===== src/rtl/button_debounce_multi.sv =====
// Purpose: synchronise and debounce NUM_BTNS raw buttons; emit clean level plus press/release/repeat pulses.
// Latency: raw change sampled at edge k shows on btn_level and press/release pulses after edge k+DEBOUNCE_CYCLES+1.
// Backpressure: none; every output is a free-running registered level or single-cycle pulse.
module button_debounce_multi #(
    parameter int NUM_BTNS        = 5,
    parameter int DEBOUNCE_CYCLES = 1000000,
    parameter int HOLD_CYCLES     = 50000000,
    parameter int REPEAT_CYCLES   = 10000000,
    parameter bit ACTIVE_LOW      = 1'b0
) (
    input  logic                clk,
    input  logic                rst_n,
    input  logic [NUM_BTNS-1:0] btn_raw,
    output logic [NUM_BTNS-1:0] btn_level,
    output logic [NUM_BTNS-1:0] press_pulse,
    output logic [NUM_BTNS-1:0] release_pulse,
    output logic [NUM_BTNS-1:0] repeat_pulse,
    output logic                press_any
);

    localparam int DW   = $clog2(DEBOUNCE_CYCLES + 1);
    localparam int RMAX = (HOLD_CYCLES > REPEAT_CYCLES) ? HOLD_CYCLES : REPEAT_CYCLES;
    localparam int RW   = (RMAX < 1) ? 1 : $clog2(RMAX + 1);

    localparam logic [DW-1:0] DEB_LAST  = DW'(DEBOUNCE_CYCLES - 1);
    localparam logic [RW-1:0] HOLD_LAST = (HOLD_CYCLES > 0)   ? RW'(HOLD_CYCLES - 1)   : '0;
    localparam logic [RW-1:0] REP_LAST  = (REPEAT_CYCLES > 0) ? RW'(REPEAT_CYCLES - 1) : '0;
    localparam bit            REP_EN    = (HOLD_CYCLES > 0);
    localparam bit            REP_MULTI = (REPEAT_CYCLES > 0);

    // Sync flops reset to the raw value that means "not pressed" so reset never fakes a press.
    localparam logic [NUM_BTNS-1:0] INACTIVE = {NUM_BTNS{ACTIVE_LOW}};

    // WAIT_REL: single long-press pulse already given, hold quiet until release.
    typedef enum logic [1:0] {
        IDLE,
        HELD,
        REPEATING,
        WAIT_REL
    } rep_state_t;

    logic [NUM_BTNS-1:0] sync_a;
    logic [NUM_BTNS-1:0] sync_b;
    logic [NUM_BTNS-1:0] s;
    logic [NUM_BTNS-1:0] level_nxt;
    logic [NUM_BTNS-1:0] press_acc;
    logic [NUM_BTNS-1:0] rel_acc;
    logic [NUM_BTNS-1:0] rep_fire;
    logic [DW-1:0]       dcnt     [NUM_BTNS];
    logic [DW-1:0]       dcnt_nxt [NUM_BTNS];
    logic [RW-1:0]       rcnt     [NUM_BTNS];
    logic [RW-1:0]       rcnt_nxt [NUM_BTNS];
    rep_state_t          state     [NUM_BTNS];
    rep_state_t          state_nxt [NUM_BTNS];

    // Two-flop synchroniser per channel; polarity fixed up after the chain.
    always_ff @(posedge clk or negedge rst_n) begin
        if (!rst_n) begin
            sync_a <= INACTIVE;
            sync_b <= INACTIVE;
        end else begin
            sync_a <= btn_raw;
            sync_b <= sync_a;
        end
    end

    assign s = sync_b ^ INACTIVE;

    // Debounce: count consecutive cycles that disagree with the accepted level; any agreement restarts.
    always_comb begin
        for (int i = 0; i < NUM_BTNS; i++) begin
            dcnt_nxt[i]  = '0;
            level_nxt[i] = btn_level[i];
            press_acc[i] = 1'b0;
            rel_acc[i]   = 1'b0;
            if (s[i] != btn_level[i]) begin
                if (dcnt[i] == DEB_LAST) begin
                    level_nxt[i] = s[i];
                    press_acc[i] = s[i];
                    rel_acc[i]   = ~s[i];
                end else begin
                    dcnt_nxt[i] = dcnt[i] + 1'b1;
                end
            end
        end
    end

    // Repeat FSM next-state: release wins over a repeat falling due in the same cycle.
    always_comb begin
        for (int i = 0; i < NUM_BTNS; i++) begin
            state_nxt[i] = state[i];
            rcnt_nxt[i]  = rcnt[i];
            rep_fire[i]  = 1'b0;
            if (!REP_EN || rel_acc[i]) begin
                state_nxt[i] = IDLE;
                rcnt_nxt[i]  = '0;
            end else begin
                case (state[i])
                    IDLE: begin
                        if (press_acc[i]) begin
                            state_nxt[i] = HELD;
                            rcnt_nxt[i]  = '0;
                        end
                    end
                    HELD: begin
                        if (rcnt[i] == HOLD_LAST) begin
                            rep_fire[i]  = 1'b1;
                            rcnt_nxt[i]  = '0;
                            state_nxt[i] = REP_MULTI ? REPEATING : WAIT_REL;
                        end else begin
                            rcnt_nxt[i] = rcnt[i] + 1'b1;
                        end
                    end
                    REPEATING: begin
                        if (rcnt[i] == REP_LAST) begin
                            rep_fire[i] = 1'b1;
                            rcnt_nxt[i] = '0;
                        end else begin
                            rcnt_nxt[i] = rcnt[i] + 1'b1;
                        end
                    end
                    WAIT_REL: begin
                        rcnt_nxt[i] = '0;
                    end
                    default: begin
                        state_nxt[i] = IDLE;
                        rcnt_nxt[i]  = '0;
                    end
                endcase
            end
        end
    end

    // Per-channel state registers: debounce counter and repeat FSM.
    always_ff @(posedge clk or negedge rst_n) begin
        if (!rst_n) begin
            for (int i = 0; i < NUM_BTNS; i++) begin
                dcnt[i]  <= '0;
                rcnt[i]  <= '0;
                state[i] <= IDLE;
            end
        end else begin
            for (int i = 0; i < NUM_BTNS; i++) begin
                dcnt[i]  <= dcnt_nxt[i];
                rcnt[i]  <= rcnt_nxt[i];
                state[i] <= state_nxt[i];
            end
        end
    end

    // Registered outputs; press_any shares the cycle of press_pulse.
    always_ff @(posedge clk or negedge rst_n) begin
        if (!rst_n) begin
            btn_level     <= '0;
            press_pulse   <= '0;
            release_pulse <= '0;
            repeat_pulse  <= '0;
            press_any     <= 1'b0;
        end else begin
            btn_level     <= level_nxt;
            press_pulse   <= press_acc;
            release_pulse <= rel_acc;
            repeat_pulse  <= rep_fire;
            press_any     <= |press_acc;
        end
    end

endmodule


===== config.mk =====
export PLATFORM = sky130hd
export DESIGN_NAME = button_debounce_multi
export DESIGN_NICKNAME = d
export VERILOG_FILES = /design/src/rtl/button_debounce_multi.sv
export SDC_FILE = /design/constraint.sdc
export NUM_CORES = 1
export LEC_CHECK = 0
export ABC_CLOCK_PERIOD_IN_PS = 3100
export CAP_MARGIN = 20
export CELL_PAD_IN_SITES_DETAIL_PLACEMENT = 1
export CELL_PAD_IN_SITES_GLOBAL_PLACEMENT = 2
export CORE_ASPECT_RATIO = 1.75
export CORE_MARGIN = 2
export CORE_UTILIZATION = 40
export DETAILED_ROUTE_END_ITERATION = 7
export PLACE_DENSITY_LB_ADDON = 0.1
export SYNTH_ARGS = -nofsm -noshare
export SYNTH_HDL_FRONTEND = slang
export SYNTH_SLANG_ARGS = --single-unit

===== constraint.sdc =====
create_clock -name clk -period 3.1 [get_ports clk]
set_clock_uncertainty 0.1 [all_clocks]
set_input_delay 0.62 -clock clk [delete_from_list [all_inputs] [get_ports clk]]
set_output_delay 0.62 -clock clk [all_outputs]
set_load 0.1 [all_outputs]

==> out/results.tsv <==
stage	metric	value	unit
run_status	status	finished, final reports clean	
drt	drtPass1Iterations	4	
floorplan	dieArea	0.0379	mm^2
synthesis	avgSynthCellArea	9.10	um^2
drt	vias	12400	
layout	area_delta_synth_final	13.5	%
layout	final_common_cell	dfrtp_1	
clocking	h-tree-depth	1	
layout	layout_common_cells	271 x dfrtp_1, 187 x nand2_1, 183 x nand3_1	
synthesis	ys_seq_elements	271	
clocking	cts_resized	0	
critical_path	crit_arrival	3.15	ns
floorplan	row_count	92	
clocking	cts_tree	built	
global_routing	grt_pass1_wl	66800	um
sta	holdWs	0.254	ns
clocking	ctsRootBufferMaster	clkbuf_16	
drt	routed_via_density	5.81	
floorplan	io_pins	28	
critical_path	required	3.42	ns
drt	drt-initial-drc-count	390	
floorplan	die_h	256	um
global_routing	gr-total-overflow	0	
drt	dr.max_layer_used	met4	
sta	setup_viol	0	
placement	gp_congestion	0.803	
drt	wl	38800	um
layout	diodes	0	
global_routing	grt_max_degree	56	
synthesis	synth-edff-count	0	
floorplan	core	0.0359	mm^2
sta	fin_crit_sh	91.5	%
critical_path	reg2reg_to	rcnt[61]	
clocking	cts_made_buffers	29	
sta	tightest_slew	0.917	ns
drt	drt-met1-wl	15500	um
critical_path	critPathLaunch	rcnt[70]	
synthesis	syn-num-nets	1634	
clocking	insertion_delay	0.56	ns
placement	port_buffers	27	
synthesis	netlist_area	0.0145	mm^2
synthesis	synthArstFlopShare	100	%
floorplan	die_w	148	um
power_and_ir_drop	max-vdd-ir-drop	0.381	mV
clocking	cts.sink_count	271	
critical_path	reg2reg_from	rcnt[70]	
global_routing	grt_pass1_vias	13400	
critical_path	r2r_cells	7	
sta	timing.fmax	352	MHz
sta	fin_setup_tns	0	ns
synthesis	syn_inst	1598	
critical_path	critPathMaxFanout	24	
critical_path	critPathLaunchType	register	
drt	wl_met3	834	um
global_routing	track_usage	20.9	%
placement	dpl.hpwl	27400	um
sta	period_minus_slack	2.84	ns
clocking	cts_buffer_depth	3	
critical_path	r2r_setup_slack	0.26	ns
synthesis	yosysUniqueCellTypes	65	
sta	slew_headroom	38.8	%
clocking	clkTransAtPathRegs	0.06	ns
synthesis	synth.area.top_cells	dfrtp_1 47%, nand3_1 6.3%, nand2_1 4.8%	
drt	drc	0	
synthesis	synth.top_cell.area_share	46.7	%
synthesis	synth_largest_area_cell	dfrtp_1	
critical_path	cp-endpoint	rcnt[61]	
job	drv_cap	0	
synthesis	synth-main-ff-cell	dfrtp_1	
power_and_ir_drop	p_leak	6.72	nW
global_routing	antenna_found_initial	0	
drt	met2_length	21300	um
critical_path	endpoint_kind	register	
synthesis	yosysWarnings	0	
sta	rsz0062_at_grt	false	
synthesis	yosysSeqAreaShare	46.7	%
drt	antenna_left	0	
layout	drive_above_1_share	7.94	%
sta	maxSlewViolCount	0	
drt	wl_per_cell	18.2	um
critical_path	crit_type	register to register	
sta	hold_viol	0	
power_and_ir_drop	power.density	442	mW/mm^2
layout	fin_nets	1677	
clocking	postCtsSetupBuffers	0	
floorplan	initial_core_util	40.5	%
worst_hold_path	min_path_type	register to register	
[final cells by class]
cell class	count	area, um^2
timing repair buffer	71	631
multi-input combinational	1218	7340
inverter	50	188
fill	4175	19400
sequential	271	6780
tap	470	588
clock inverter	2	35.0
clock buffer	50	935
[power breakdown]
group	internal [mW]	switching, mW
logic	0.0424	0.114
registers	3.56	0.0218
clock network	2.11	1.45
total	5.71	1.59
[state kept, by name (all words and copies together), names as in the netlist]
register / flops
state: 10
repeat_pulse: 5
rcnt: 130
press_any: 1
dcnt: 100
btn_level: 5
sync_a: 5
release_pulse: 5
press_pulse: 5
s: 5
[synthesized netlist by cell type, types with 29 or more instances]
cell / n
clkbuf_1: 53
o21ai_0: 43
nor2_1: 146
xnor2_1: 51
nand3_1: 183
nand4_1: 66
nor3_1: 30
inv_1: 50
dfrtp_1: 271
or3_1: 56
nand2_1: 187
and3_1: 33
xor2_1: 40
ha_1: 29
[per-layer routing]
| layer | track usage [%] | vias to the layer above |
|---|---|---|
| met5 | 0 | - |
| met4 | 6.69 | 0 |
| met3 | 2.28 | 61 |
| met2 | 40.3 | 106 |
| met1 | 23.8 | 6299 |
| li1 | - | 5927 |
[through the flow]
step	total power, mW	setup slack, ns	cells	util (%)	instance area (um^2)
3_3_place_gp	3.81	0.327	2079	43.2	15500
5_1_grt	7.57	0.0463	2132	45.9	16500
4_1_cts	7.43	0.233	2132	45.9	16500
2_1_floorplan	3.69	0.511	1598	-	14500
3_5_place_dp	3.81	0.252	2079	43.2	15500
6_report	7.30	0.263	2132	45.9	16500
[how the worst min path moves through the flow]
stage / to / depth (start not counted) / from
6_report: s[1] / 0 / sync_a[1]
5_1_grt: s[1] / 0 / sync_a[1]
4_1_cts: s[1] / 0 / sync_a[1]
3_5_place_dp: s[1] / 0 / sync_a[1]
3_3_place_gp: s[1] / 0 / sync_a[1]
2_1_floorplan: btn_level[0] / 0 / rst_n
[cells by family after synthesis]
kind of cell	share of synthesized area (%)
AND/OR/NAND/NOR	30.7
flip-flops	46.7
AO/OA/AOI/OAI	11.3
buffers and inverters	2.90
XOR/XNOR	5.48
adder cells (fa/ha/maj)	2.50
multiplexers	0.387
[critical path, cell delays in order, from the launching register on]
cell      delay (ns)
dfrtp_1         0.44
or4b_1          0.56
or4_1           0.61
o21ai_1         0.20
a21oi_2         0.19
nand2_1         0.12
buf_4           0.29
o311ai_1        0.16
[repair_timing]
item | 4_1_cts | 5_1_grt
endpoints found under the setup margin | 0 | 0
hold endpoints to repair | 44 | 0
hold buffers | 1 | 0
No activity file was read; power rests on OpenSTA's default activity.
